===== src/rtl/inert_seq_pkg.sv =====
// Shared types and constants for the inertial sensor SPI sequencer.
// Holds the FSM encoding, the fixed configuration writes and the rate register map.
package inert_pkg;

   typedef enum logic [2:0] {
      PWRUP,
      INIT_ISSUE,
      INIT_WAIT,
      IDLE,
      RD_ISSUE,
      RD_WAIT,
      VALID
   } state_t;

   localparam int CMD_RD = 15;

   localparam logic [15:0] INIT_CMD [4] = '{16'h0D02, 16'h1062, 16'h1162, 16'h1460};

   // Pitch L/H, roll L/H, yaw L/H
   localparam logic [6:0] RD_ADDR [6] = '{7'h22, 7'h23, 7'h24, 7'h25, 7'h26, 7'h27};

   function automatic logic [15:0] rd_cmd(input logic [6:0] addr);
      logic [15:0] c;
      c = {1'b0, addr, 8'h00};
      c[CMD_RD] = 1'b1;
      return c;
   endfunction

endpackage


===== src/rtl/inert_seq_if.sv =====
// SPI master handshake plus the assembled rate outputs of the sequencer.
// One transaction is outstanding at a time; done closes it, vld marks a new rate triple.
interface inert_seq_if;
   logic        wrt;
   logic [15:0] cmd;
   logic        done;
   logic [7:0]  rd_data;
   logic [15:0] ptch_rt;
   logic [15:0] roll_rt;
   logic [15:0] yaw_rt;
   logic        vld;

   modport master (
      output wrt, cmd, ptch_rt, roll_rt, yaw_rt, vld,
      input  done, rd_data
   );

   modport slave (
      input  wrt, cmd, ptch_rt, roll_rt, yaw_rt, vld,
      output done, rd_data
   );
endinterface


===== src/rtl/inert_seq_int_sync.sv =====
// Two-flop synchronizer for the sensor INT line with a one-cycle rising-edge pulse.
// rise lags the pin by two to three cycles; no backpressure.
module int_sync (
   input  logic clk,
   input  logic rst,
   input  logic in,
   output logic sync,
   output logic rise
);

   logic s1, s2, s3;

   always_ff @(posedge clk) begin
      if (rst) begin
         s1 <= 1'b0;
         s2 <= 1'b0;
         s3 <= 1'b0;
      end else begin
         s1 <= in;
         s2 <= s1;
         s3 <= s2;
      end
   end

   assign sync = s2;
   assign rise = s2 & ~s3;

endmodule


===== src/rtl/inert_seq.sv =====
// Sensor sequencer: power-up wait, four config writes, then six byte reads per INT edge.
// Next wrt one cycle after done; vld one cycle after the sixth done; one transaction in flight.
module inert_seq
   import inert_pkg::*;
#(
   parameter int unsigned PWRUP_CYC = 16'd65535
) (
   input  logic        clk,
   input  logic        rst,
   input  logic        INT,
   inert_seq_if.master bus,
   output logic        init_done,
   output logic        busy
);

   localparam int unsigned CW = (PWRUP_CYC == 0) ? 1 : $clog2(PWRUP_CYC + 1);
   localparam logic [CW-1:0] PW_LAST = CW'((PWRUP_CYC == 0) ? 0 : PWRUP_CYC - 1);

   state_t      state;
   logic [CW-1:0] cnt;
   logic [1:0]  i;
   logic [2:0]  j;
   logic        pend;
   logic [7:0]  shadow [6];
   logic [15:0] cmd_q;
   logic [15:0] ptch_q, roll_q, yaw_q;
   logic        vld_q;
   logic        int_rise;
   logic        int_lvl_unused;

   int_sync u_int_sync (
      .clk  (clk),
      .rst  (rst),
      .in   (INT),
      .sync (int_lvl_unused),
      .rise (int_rise)
   );

   always_ff @(posedge clk) begin
      if (rst) begin
         state     <= PWRUP;
         cnt       <= '0;
         i         <= '0;
         j         <= '0;
         pend      <= 1'b0;
         init_done <= 1'b0;
         cmd_q     <= '0;
         ptch_q    <= '0;
         roll_q    <= '0;
         yaw_q     <= '0;
         vld_q     <= 1'b0;
         for (int k = 0; k < 6; k++) shadow[k] <= '0;
      end else begin
         vld_q <= 1'b0;

         // A new edge wins over the clear so an INT during the launch still earns a burst
         if (int_rise && init_done)
            pend <= 1'b1;
         else if (state == IDLE && pend)
            pend <= 1'b0;

         case (state)
            PWRUP: begin
               if (cnt == PW_LAST) begin
                  cmd_q <= INIT_CMD[0];
                  state <= INIT_ISSUE;
               end else begin
                  cnt <= cnt + CW'(1);
               end
            end
            INIT_ISSUE: state <= INIT_WAIT;
            INIT_WAIT: begin
               if (bus.done) begin
                  if (i == 2'd3) begin
                     init_done <= 1'b1;
                     state     <= IDLE;
                  end else begin
                     i     <= i + 2'd1;
                     cmd_q <= INIT_CMD[i + 2'd1];
                     state <= INIT_ISSUE;
                  end
               end
            end
            IDLE: begin
               if (pend) begin
                  j     <= '0;
                  cmd_q <= rd_cmd(RD_ADDR[0]);
                  state <= RD_ISSUE;
               end
            end
            RD_ISSUE: state <= RD_WAIT;
            RD_WAIT: begin
               if (bus.done) begin
                  shadow[j] <= bus.rd_data;
                  if (j == 3'd5) begin
                     // Last byte bypasses the shadow so the triple lands with vld
                     ptch_q <= {shadow[1], shadow[0]};
                     roll_q <= {shadow[3], shadow[2]};
                     yaw_q  <= {bus.rd_data, shadow[4]};
                     vld_q  <= 1'b1;
                     state  <= VALID;
                  end else begin
                     j     <= j + 3'd1;
                     cmd_q <= rd_cmd(RD_ADDR[j + 3'd1]);
                     state <= RD_ISSUE;
                  end
               end
            end
            VALID:   state <= IDLE;
            default: state <= PWRUP;
         endcase
      end
   end

   assign bus.wrt     = (state == INIT_ISSUE) || (state == RD_ISSUE);
   assign bus.cmd     = cmd_q;
   assign bus.ptch_rt = ptch_q;
   assign bus.roll_rt = roll_q;
   assign bus.yaw_rt  = yaw_q;
   assign bus.vld     = vld_q;
   assign busy        = (state == INIT_WAIT) || (state == RD_WAIT);

endmodule


===== src/flat_wrapper.sv =====
// flat-port wrapper written by rule: the top's interface ports become plain ports
module inert_seq_flat import inert_pkg::*;
#(
   parameter int unsigned PWRUP_CYC = 16'd65535
)
  (clk, rst, INT, init_done, busy, bus_wrt, bus_cmd, bus_ptch_rt, bus_roll_rt, bus_yaw_rt, bus_vld, bus_done, bus_rd_data);
  inert_seq_if bus_i ();
  input  logic clk;
  input  logic rst;
  input  logic INT;
  output logic init_done;
  output logic busy;
  output wire logic [$bits(bus_i.wrt)-1:0] bus_wrt;
  output wire logic [$bits(bus_i.cmd)-1:0] bus_cmd;
  output wire logic [$bits(bus_i.ptch_rt)-1:0] bus_ptch_rt;
  output wire logic [$bits(bus_i.roll_rt)-1:0] bus_roll_rt;
  output wire logic [$bits(bus_i.yaw_rt)-1:0] bus_yaw_rt;
  output wire logic [$bits(bus_i.vld)-1:0] bus_vld;
  input wire logic [$bits(bus_i.done)-1:0] bus_done;
  input wire logic [$bits(bus_i.rd_data)-1:0] bus_rd_data;
  assign bus_wrt = bus_i.wrt;
  assign bus_cmd = bus_i.cmd;
  assign bus_ptch_rt = bus_i.ptch_rt;
  assign bus_roll_rt = bus_i.roll_rt;
  assign bus_yaw_rt = bus_i.yaw_rt;
  assign bus_vld = bus_i.vld;
  assign bus_i.done = bus_done;
  assign bus_i.rd_data = bus_rd_data;
  inert_seq #(.PWRUP_CYC(PWRUP_CYC)) u_core (.clk(clk), .rst(rst), .INT(INT), .bus(bus_i), .init_done(init_done), .busy(busy));
endmodule

===== config.mk =====
export PLATFORM = sky130hd
export DESIGN_NAME = inert_seq_flat
export DESIGN_NICKNAME = d
export VERILOG_FILES = /design/src/rtl/inert_seq_pkg.sv /design/src/rtl/inert_seq_if.sv /design/src/rtl/inert_seq_int_sync.sv /design/src/rtl/inert_seq.sv /design/src/flat_wrapper.sv
export SDC_FILE = /design/constraint.sdc
export NUM_CORES = 1
export LEC_CHECK = 0
export BUFFER_PORTS_ARGS = -buffer_cell sky130_fd_sc_hd__buf_2
export CELL_PAD_IN_SITES_DETAIL_PLACEMENT = 0
export CELL_PAD_IN_SITES_GLOBAL_PLACEMENT = 1
export CORE_ASPECT_RATIO = 1.25
export CORE_UTILIZATION = 40
export DETAILED_ROUTE_END_ITERATION = 16
export HOLD_SLACK_MARGIN = 0.03
export PLACE_DENSITY_LB_ADDON = 0.1
export SYNTH_ARGS = -nofsm -noshare
export SYNTH_HDL_FRONTEND = slang
export SYNTH_SLANG_ARGS = --single-unit

===== constraint.sdc =====
create_clock -name clk -period 4.9 [get_ports clk]
set_input_delay 0 -clock clk [delete_from_list [all_inputs] [get_ports clk]]
set_output_delay 0 -clock clk [all_outputs]
set_load 0.005 [all_outputs]

==> impl_metrics.json <==
{
  "internal_power_mw": 1.93,
  "synth.distinct_cells": 58,
  "postSynthAreaPerCell_um2": 9.42,
  "period_share_pct": 55.0,
  "drtIter0Drc": 150,
  "clk_latency_ns": 0.40,
  "synth_edf_count": 40,
  "holdBufCountCts": 10,
  "gr-usage-all-layers_pct": 19.1,
  "pwr-share-seq_pct": 45.1,
  "final_area_mm2": 0.00622,
  "synthesis.area_mm2": 0.00510,
  "start_util_pct": 41.5,
  "critPathMaxFanout": 17,
  "drt_pre_antenna_iters": 4,
  "yosys_warnings": 0,
  "tightest_slew_ns": 1.17,
  "cts-root-buf": "clkbuf_16",
  "cts.reportedPaths.clkPinSlew_ns": 0.06,
  "yosys-top-cells-count": "nand2_1, dfxtp_1, a21oi_1",
  "yosys.cell_count.top_type": "nand2_1",
  "yosysTopAreaCellShare_pct": 33.4,
  "hp-class": "in2reg",
  "fin_setup_tns_ns": 0,
  "area_growth_syn_to_layout_pct": 22.1,
  "finalWeightedCongestion": 0.829,
  "drv_slew": 0,
  "grt_pass1_vias": 3619,
  "num_vias": 3921,
  "die_y_um": 128,
  "coreArea_mm2": 0.0123,
  "portBuffers": 73,
  "wire_per_inst_um": 15.0,
  "avgViaCountPerCell": 4.98,
  "sw_frac_of_total_pct": 20.3,
  "status": "complete, no violations",
  "path_class": "reg2reg",
  "die-area_mm2": 0.0132,
  "grt_antenna_before_repair": 0,
  "end_kind": "flop",
  "synth_ff_type": "dfxtp_1",
  "drive_above_1_share_pct": 19.6,
  "synth_area_leader_cell": "dfxtp_1",
  "grt_pass1_wl_mm": 18.8,
  "fin_ws_ns": 2.21,
  "p_per_area_mw_per_mm2": 388,
  "p_clk_share_pct": 53.2,
  "power_leakage_nw": 2.32,
  "ys_top_cells_by_area": "dfxtp_1, edfxtp_1, nand2_1",
  "cts_made_buffers": 17,
  "cts_max_path_buffers": 2,
  "dp_hpwl_mm": 8.31,
  "rsz0062_at_grt": "false",
  "clock_sinks": 125,
  "worstPathRequired_ns": 4.96,
  "finalHoldViolCount": 0,
  "nets": 631,
  "period_needed_ns": 2.69,
  "cpMaxStageDelayCell": "dfxtp_1",
  "rows": 45,
  "drv_cap": 0,
  "num_antenna_cells": 0,
  "fmax_mhz": 371,
  "slowest_delay_ns": 0.65,
  "arrival_ns": 2.76,
  "peakVddDrop_uv": 183,
  "drcViolationCount": 0,
  "placedInstanceArea_mm2": 0.00551,
  "drtAntennaViolNets": 0,
  "setup_viol": 0,
  "grt_max_degree": 57,
  "switchingPower_uw": 490,
  "dp_slack_ns": 2.22,
  "drt_wl_total_mm": 11.8,
  "h-tree-depth": 4,
  "finalClockSkew_ns": 0.0123,
  "netlist_instances": 541,
  "synth_seq_cells": 125,
  "num_io_pins": 80,
  "dieWidth_um": 103,
  "cts_tree": "built",
  "p_comb_share_pct": 1.8,
  "post_cts_buffers": 0,
  "async_flop_share_pct": 0,
  "slew-limit-headroom_pct": 21.1,
  "ys_seq_area_share_pct": 56.9,
  "cp-start-kind": "flop",
  "crit_top_cell": "nand2_1",
  "cts_resized": 0,
  "gr-total-overflow": 0,
  "worstPathCellList": "and3b_2 -> nand2_1 -> nor3_1 -> nand3_2 -> nand2_1"
}
[critical path, delay by kind of cell, from the launching register on]
family / cells / cell delay, ns
DFF: 1 / 0.65
and+or+nand+nor: 5 / 1.71
[power by group through the flow]
| stage | Clock (mW) | Sequential [mW] | Combinational [mW] |
|---|---|---|---|
| 2_1_floorplan | 0 | 1.11 | 0.0257 |
| 5_1_grt | 1.36 | 1.09 | 0.0472 |
| 6_report | 1.28 | 1.09 | 0.0425 |
| 4_1_cts | 1.31 | 1.09 | 0.0431 |
| 3_3_place_gp | 0 | 1.11 | 0.0352 |
| 3_5_place_dp | 0 | 1.11 | 0.0366 |
[cells by family after synthesis]
kind of cell             count (synthesis)  synth area share (%)
AND/OR/NAND/NOR                        243                  21.9
adder cells (fa/ha/maj)                  7                  1.72
multiplexers                             2                 0.442
AO/OA/AOI/OAI                          104                  12.1
XOR/XNOR                                13                  2.23
flip-flops                             125                  56.9
buffers and inverters                   46                  4.54
other                                    1                0.0735
[flip-flops by register name (all words and copies together) (netlist names)]
register,count
u_core.u_int_sync.s3,1
bus_ptch_rt,16
u_core.shadow,40
u_core.j,3
u_core.pend,1
bus_roll_rt,16
u_core.init_done,1
u_core.i,2
u_core.state,3
u_core.u_int_sync.s1,1
bus_yaw_rt,8
u_core.bus.yaw_rt,8
u_core.bus.vld,1
u_core.cnt,16
u_core.u_int_sync.sync,1
u_core.bus.cmd,7
[layer usage]
metal  vias up  part of all wire, %  global-route usage (%)
met1      1847                   45                    23.4
met5         -                    0                       0
met3        10                  2.6                    4.96
met2        74                   51                    31.8
met4         0                  1.7                    7.21
li1       1990                    -                       -
[final cells by class]
type                    count  area [µm²]
well taps                 164         205
flip-flops and latches    125        2900
clock inverters            13         164
repair buffers             85         480
inverters                   8        30.0
fillers                  1230        6050
multi-input cells         375        1990
clock buffers              18         450
[final timing paths]
check                             from                endpoint  slack [ns]  cells past startpoint
setup / recovery       u_core.state[0]     u_core.shadow[1][7]        2.21                      5
hold reg to reg   u_core.u_int_sync.s1  u_core.u_int_sync.sync        0.44                      1
hold / removal                     rst      u_core.bus.cmd[13]        0.14                      2
setup reg to reg       u_core.state[0]     u_core.shadow[1][7]        2.21                      5
[per-stage QoR]
step,hold WS [ns],util (%),power [mW],instances
floorplan,0.128,-,1.13,546
global placement,0.216,44.9,1.15,747
detailed placement,0.222,44.9,1.15,747
CTS,0.129,50.7,2.44,788
global route,0.150,50.7,2.50,788
finish,0.143,50.7,2.41,788
[cell usage in the layout (no fill, tap or decap), drive strengths merged, types with 6 or more instances in the layout]
cell	count
nand2	121
dfxtp	85
buf	75
a21oi	68
nor2	55
edfxtp	40
clkbuf	18
nand3	13
o21ai	11
dlygate4sd3	10
xnor2	9
and2	9
inv	9
nor3	8
ha	7
clkinv	7
nor2b	6
conb	6
Power figures use the tool's default switching activity.
